==> src/rtl/serial_subtractor.sv <==
// Bit-serial unsigned subtractor: computes (a - b) mod 2^WIDTH one bit per clock, LSB first,
// and presents the result with a one-cycle done pulse plus the final borrow.
module serial_subtractor #(
    parameter int WIDTH = 4
) (
    input  logic             clock,
    input  logic             resetn,
    input  logic             start,
    input  logic [WIDTH-1:0] a,
    input  logic [WIDTH-1:0] b,
    output logic             busy,
    output logic             done,
    output logic [WIDTH-1:0] diff,
    output logic             borrow
);

    localparam int CW = $clog2(WIDTH + 1);

    localparam logic [1:0] IDLE  = 2'd0;
    localparam logic [1:0] SHIFT = 2'd1;
    localparam logic [1:0] DONE  = 2'd2;

    localparam logic [CW-1:0] LAST_BIT = CW'(WIDTH - 1);

    logic [1:0]       state_q, state_d;
    logic [WIDTH-1:0] a_sr_q, a_sr_d;
    logic [WIDTH-1:0] b_sr_q, b_sr_d;
    logic [WIDTH-1:0] res_sr_q, res_sr_d;
    logic             bin_q, bin_d;
    logic [CW-1:0]    cnt_q, cnt_d;
    logic [WIDTH-1:0] diff_q, diff_d;
    logic             borrow_q, borrow_d;
    logic             busy_q, busy_d;
    logic             done_q, done_d;

    logic             a_bit;
    logic             b_bit;
    logic             d_bit;
    logic             bout;
    logic             accept;
    logic [WIDTH-1:0] res_shifted;

    always_comb begin
        a_bit       = a_sr_q[0];
        b_bit       = b_sr_q[0];
        d_bit       = a_bit ^ b_bit ^ bin_q;
        bout        = (~a_bit & b_bit) | (~(a_bit ^ b_bit) & bin_q);
        // Result bits enter at the MSB so that after WIDTH shifts bit 0 sits at the LSB.
        res_shifted = {d_bit, res_sr_q[WIDTH-1:1]};
        // DONE falls back to IDLE, or straight into a new operation when start is
        // already waiting, which gives the WIDTH+1 cycle back-to-back period.
        accept      = start && ((state_q == IDLE) || (state_q == DONE));

        state_d  = state_q;
        a_sr_d   = a_sr_q;
        b_sr_d   = b_sr_q;
        res_sr_d = res_sr_q;
        bin_d    = bin_q;
        cnt_d    = cnt_q;
        diff_d   = diff_q;
        borrow_d = borrow_q;

        case (state_q)
            IDLE, DONE: begin
                if (accept) begin
                    a_sr_d  = a;
                    b_sr_d  = b;
                    bin_d   = 1'b0;
                    cnt_d   = '0;
                    state_d = SHIFT;
                end else begin
                    state_d = IDLE;
                end
            end
            SHIFT: begin
                a_sr_d   = {1'b0, a_sr_q[WIDTH-1:1]};
                b_sr_d   = {1'b0, b_sr_q[WIDTH-1:1]};
                res_sr_d = res_shifted;
                bin_d    = bout;
                cnt_d    = cnt_q + CW'(1);
                if (cnt_q == LAST_BIT) begin
                    diff_d   = res_shifted;
                    borrow_d = bout;
                    state_d  = DONE;
                end
            end
            default: begin
                state_d = IDLE;
            end
        endcase

        busy_d = (state_d == SHIFT);
        done_d = (state_d == DONE);
    end

    always_ff @(posedge clock or negedge resetn) begin
        if (!resetn) begin
            state_q  <= IDLE;
            a_sr_q   <= '0;
            b_sr_q   <= '0;
            res_sr_q <= '0;
            bin_q    <= 1'b0;
            cnt_q    <= '0;
            diff_q   <= '0;
            borrow_q <= 1'b0;
            busy_q   <= 1'b0;
            done_q   <= 1'b0;
        end else begin
            state_q  <= state_d;
            a_sr_q   <= a_sr_d;
            b_sr_q   <= b_sr_d;
            res_sr_q <= res_sr_d;
            bin_q    <= bin_d;
            cnt_q    <= cnt_d;
            diff_q   <= diff_d;
            borrow_q <= borrow_d;
            busy_q   <= busy_d;
            done_q   <= done_d;
        end
    end

    assign busy   = busy_q;
    assign done   = done_q;
    assign diff   = diff_q;
    assign borrow = borrow_q;

endmodule

==> config.mk <==
export PLATFORM = sky130hd
export DESIGN_NAME = serial_subtractor
export DESIGN_NICKNAME = d
export VERILOG_FILES = /design/src/rtl/serial_subtractor.sv
export SDC_FILE = /design/constraint.sdc
export NUM_CORES = 1
export LEC_CHECK = 0
export ABC_AREA = 0
export BUFFER_PORTS_ARGS = -buffer_cell sky130_fd_sc_hd__buf_2
export CAP_MARGIN = 20
export CORE_UTILIZATION = 58
export CTS_CLUSTER_DIAMETER = 30
export DETAILED_ROUTE_END_ITERATION = 12
export GPL_TIMING_DRIVEN = 0
export PLACE_DENSITY = 0.81
export SETUP_SLACK_MARGIN = 0.15
export SYNTH_ARGS = -nofsm -noshare
export SYNTH_HDL_FRONTEND = slang
export SYNTH_SLANG_ARGS = --single-unit
==> constraint.sdc <==
create_clock -name clock -period 2.55 [get_ports clock]
set_input_delay 0.255 -clock clock [delete_from_list [all_inputs] [get_ports clock]]
set_output_delay 0.255 -clock clock [all_outputs]
set_load 0.02 [all_outputs]
; Yosys cells after proc, flatten, opt, wreduce, memory -nomap -nowiden
; Cells that the tools add are included.
[word_totals]
word_cells = 42
output_inout_bits = 7
reg_bits = 25
in_bits = 11
romBits = 0
n_memories = 0
latch_bits = 0
ram_bits = 0
[op_classes]
div_mod_pow = 0
addsub = 1
multipliers = 0
reduce_logical = 7
magnitude_cmp = 0
shifts = 0
muxes = 11
eq_ne = 6
bitwise_logic = 7
[op_table]
columns = op, count
row1 = 4-bit one-hot mux with 2 select lines, 2
row2 = 4-bit two-way mux, 2
row3 = 3-bit one-hot mux with 2 select lines, 1
row4 = 2-bit by 1-bit == test with 1-bit output (second input constant), 2
row5 = 2-bit == test (second input constant), 2
row6 = 2-bit one-hot mux with 2 select lines, 1
row7 = 2-bit AND reduction, 2
row8 = 3-bit by 1-bit adder with 3-bit output (second input constant), 1
row9 = 3-bit by 2-bit == test with 1-bit output (second input constant), 1
row10 = 3-bit two-way mux, 1
row11 = 1-bit bitwise AND, 2
row12 = 2-bit logical NOT, 1
row13 = 1-bit two-way mux, 2
row14 = 2-bit two-way mux, 1
row15 = 2-bit != test (second input constant), 1
row16 = 1-bit NOT, 2
row17 = 1-bit one-hot mux with 2 select lines, 1
row18 = 2-bit nonzero test, 1
row19 = 2-bit OR reduction, 1
row20 = 1-bit bitwise XOR, 2
row21 = 1-bit logical AND, 1
row22 = 1-bit logical OR, 1
row23 = 1-bit bitwise OR, 1

; Longest topological paths before layout
[logic_depth]
ltp_word = 6
depth_mapped = 5
ltp_nobuf = 5

; Worst setup path after synthesis
; OpenSTA, ideal clock, no wires.
[synth_timing]
path_type = register -> register
from = register cnt_q[0]
to = register borrow_q (netlist: borrow)
n_path_buf = 0
arrival_time_ns = 1.212
t_required_ns = 2.425
synth_period_minus_slack_ns = 1.337
stages_incl_launch_ff = 5
setup_time_ns = 0.125
path_slack_ns = 1.213
path_cell_list = dfrtp_1 -> ha_1 -> ha_1 -> nand3b_4 -> mux2_4
[synth_between]
elab_chain_cells = 2
[synth_rtl]
columns = item, line
row1 = start: declaration, 30  ; logic [CW-1:0] cnt_q, cnt_d;
row2 = start signal: assignment, 114  ; cnt_q <= cnt_d;
row3 = 3-bit by 2-bit == test with 1-bit output, 81  ; if (cnt_q == LAST_BIT) begin
row4 = 2-bit AND reduction (no source line), -
row5 = end signal: assignment, 116  ; borrow_q <= borrow_d;
row6 = end: declaration, 32  ; logic borrow_q, borrow_d;
; Every way passes these cells.
; A chain may end at the register's enable or synchronous reset.

; Worst setup path in the final report
[layout_timing]
from = register a_sr_q[0]
to = register bin_q
[layout_between]
elab_chain_cells = 5
elab_cells_between_ends = 7
classes_between = 1 x mux / 6 x bitwise
[layout_rtl]
columns = item, line
row1 = start: declaration, 26  ; logic [WIDTH-1:0] a_sr_q, a_sr_d;
row2 = start signal: assignment, 110  ; a_sr_q <= a_sr_d;
row3 = 1-bit bitwise XOR, 47  ; bout = (~a_bit & b_bit) | (~(a_bit ^ b_bit) & bin_q);
row4 = 1-bit NOT, 47
row5 = 1-bit bitwise AND, 47
row6 = 1-bit bitwise OR *, 47
row7 = net bout, 39  ; logic bout;
row8 = 1-bit one-hot mux with 2 select lines *, 63  ; case (state_q)
row9 = end signal: assignment, 113  ; bin_q <= bin_d;
row10 = end: declaration, 29  ; logic bin_q, bin_d;
; Mark *: on every way through the listed nets, which the timed path passes. The rest lies on a longest branch.

==> out/results.txt <==
reg-to-reg endpoint: bin_q
placed wire-length estimate: 1260 um
Area contributors post-synth: dfrtp_1 54%, mux2_4 6.8%, mux2i_1 6.4%
slowest stage cell, crit path: fa_1
RSZ-0062 raised after global routing: no
critical path's top delay family: adder cells
leading area contributor after synthesis: dfrtp_1
Fin Setup TNS: 0 ns
cts repair resizes: 0
sequential cell area: 601 um2
Fillers: 133
Initial DRC Count: 10
CP Cell Sequence: inv_1 -> fa_1 -> mux2_2 -> a22o_1
sw frac: 36.2%
instance count of the mapped netlist: 87
final hold violation count: 0
final wirelength: 1790 um
I/O Pins: 18
Worst Max-Slew Pin Slew: 0.524 ns
HP Start: a[1]
FF-to-FF path depth: 4
GPL Wtd Cong: 0.759
Power per Cell Area: 1240 mW/mm2
WP data required: 2.77 ns
Setup Buffers After CTS: 0
final worst path period share: 56.4%
Crit Reg-Reg Startpoint: a_sr_q[0]
worst-case hold slack: 0.207 ns
proportion of power drawn by flip-flops and latches: 41.9%
Post-Syn Area: 0.00110 mm2
Starting Density: 63.2%
post-synthesis area per instance: 12.7 um2
# diodes: 0
Distinct cells, synth: 23
Area Overhead vs Synth: 14.8%
synthesized net count: 101
die footprint: 0.00208 mm2
final slew viol count: 0
Detail Route Antenna Nets: 0
slowest stage delay, CP: 0.45 ns
Yosys top cell area share: 54.5%
Fin Clk Skew: 0.00244 ns
Worst EP arrival: 1.65 ns
Worst Path Buf+Inv: 1
worst skew pair latency: 0.31 ns
Vias: 711
worst hold path type: in -> reg
FMAX: 696 MHz
Net Switching: 567 uW
WHS Path Cells: 3
Worst R2R Setup Slack: 1.11 ns
largest net degree at the start of global routing: 25
most frequent cells in the layout: 24 x dfrtp_1, 19 x buf_2, 7 x o21ai_0, 7 x mux2i_1
Seq/Total Area, Yosys: 54.5%
Setup violations, final: 0
first-pass GRT wire length: 2960 um
clock power share: 12.5%
number of global-route vias before repair: 647
warnings from Yosys: 0
port bufs: 17
Relative slew margins: 65.1%
internal power: 1000 uW
die width: 45.6 um
Leak: 0.000627 uW
GRT Util Overall: 20.8%
Comb pwr share: 45.6%
Power, Total: 1570 uW
commonest non-fill, non-tap cell in the layout: dfrtp_1
status: finished clean
Worst setup SP type: flop
Setup CP Type: reg -> reg
initial antenna violation count: 0
critical path capture point type: flop
Root Driver: clkbuf_4
layout net count: 124
Core Rows: 15
clk buf depth: 2
htree depth: 1
max cap viols: 0
Tmin final: 1.44 ns
DIE HEIGHT: 45.6 um
area of the multi-input gates: 447 um2
CP max FO: 2
drt first pass iters: 4
CTS buffer count: 3
# DRC: 0
CP Launch Point: a_sr_q[0]
grt total ovfl: 0
core area: 0.00175 mm2
Routed WL per cell: 13.3 um
Via density: 5.31
peak supply drop: 0.000592 V
Hold EP: a_sr_q[1]
layout cells sized above 1: 33.0%
clk slew on worst S/H paths: 0.12 ns
CTS sink cnt: 24
CTS tree: yes
flops & latches, synth: 24
-- worst max-delay path by stage --
stage | end | slack [ns] | depth (start not counted)
detailed placement | bin_q | 1.11 | 4
floorplan | borrow | 1.21 | 4
global placement | diff[0] | 1.16 | 4
CTS | bin_q | 1.10 | 4
finish | bin_q | 1.11 | 4
global route | bin_q | 1.05 | 4
-- cells by family after synthesis --
group | share of synthesized area, %
simple gates | 7.83
flops | 54.5
fa+ha+maj | 4.09
mux | 16.2
compound gates | 12.4
buf+inv | 4.99
-- stage by stage --
stage	util (%)	cells	worst slack (ns)	instance area (um2)
global route	72.5	134	1.05	1260
detailed placement	69.8	129	1.11	1220
global placement	69.8	129	1.16	1220
floorplan	-	87	1.21	1100
finish	72.5	134	1.11	1260
CTS	72.5	134	1.10	1260
-- metal layers --
metal  vias up  track usage (%)  part of all wire, %
li1        352                -                    -
met1       338             28.2                   50
met2        17             31.4                   44
met3         4             3.57                  3.4
met4         0             11.5                  2.8
met5         -                0                    0
-- cell usage after synthesis --
master / number
dfrtp_1: 24
mux2i_1: 7
o21ai_0: 7
inv_1: 5
mux2_4: 5
a211oi_1: 4
a21oi_1: 4
nor2b_1: 4
a22o_1: 3
mux2_2: 3
nand3_1: 3
a31oi_1: 2
buf_2: 2
buf_4: 2
ha_1: 2
nand2_1: 2
o22ai_1: 2
buf_6: 1
fa_1: 1
nand2b_1: 1
nand2b_2: 1
nand3b_4: 1
nor2_1: 1
-- tightest hold or removal path: cells and delay by family --
family,cells,cell delay [ns]
buffers and inverters,1,0.07
AOI/OAI and AO/OA,2,0.16
-- sequential cells by signal, summed over array words and instances, names as in the netlist --
| register | flops |
|---|---|
| state_q | 2 |
| done | 1 |
| borrow | 1 |
| bin_q | 1 |
| cnt_q | 3 |
| res_sr_q | 3 |
| diff | 4 |
| a_sr_q | 4 |
| busy | 1 |
| b_sr_q | 4 |
-- power groups by stage --
stage / Combinational (uW) / Sequential [uW] / Clock, uW
after floorplan: 501 / 706 / 0
after global placement: 693 / 656 / 0
after detailed placement: 719 / 666 / 0
after CTS: 722 / 658 / 204
after global routing: 800 / 680 / 214
final: 714 / 657 / 196
-- final cells by class --
type	instances	share of cell area (%)
Clock buffer	4	2.87
Multi-Input combinational cell	53	35.3
Buffer	5	2.87
Timing Repair Buffer	18	7.52
Sequential cell	24	47.5
Tap cell	25	2.47
Inverter	5	1.48
-- what timing repair did --
item / in CTS / in global routing
setup endpoints to repair: 0 / 0
hold buffers: 1 / 0
hold endpoints to repair: 24 / 0
(Power assumes the default switching activity.)
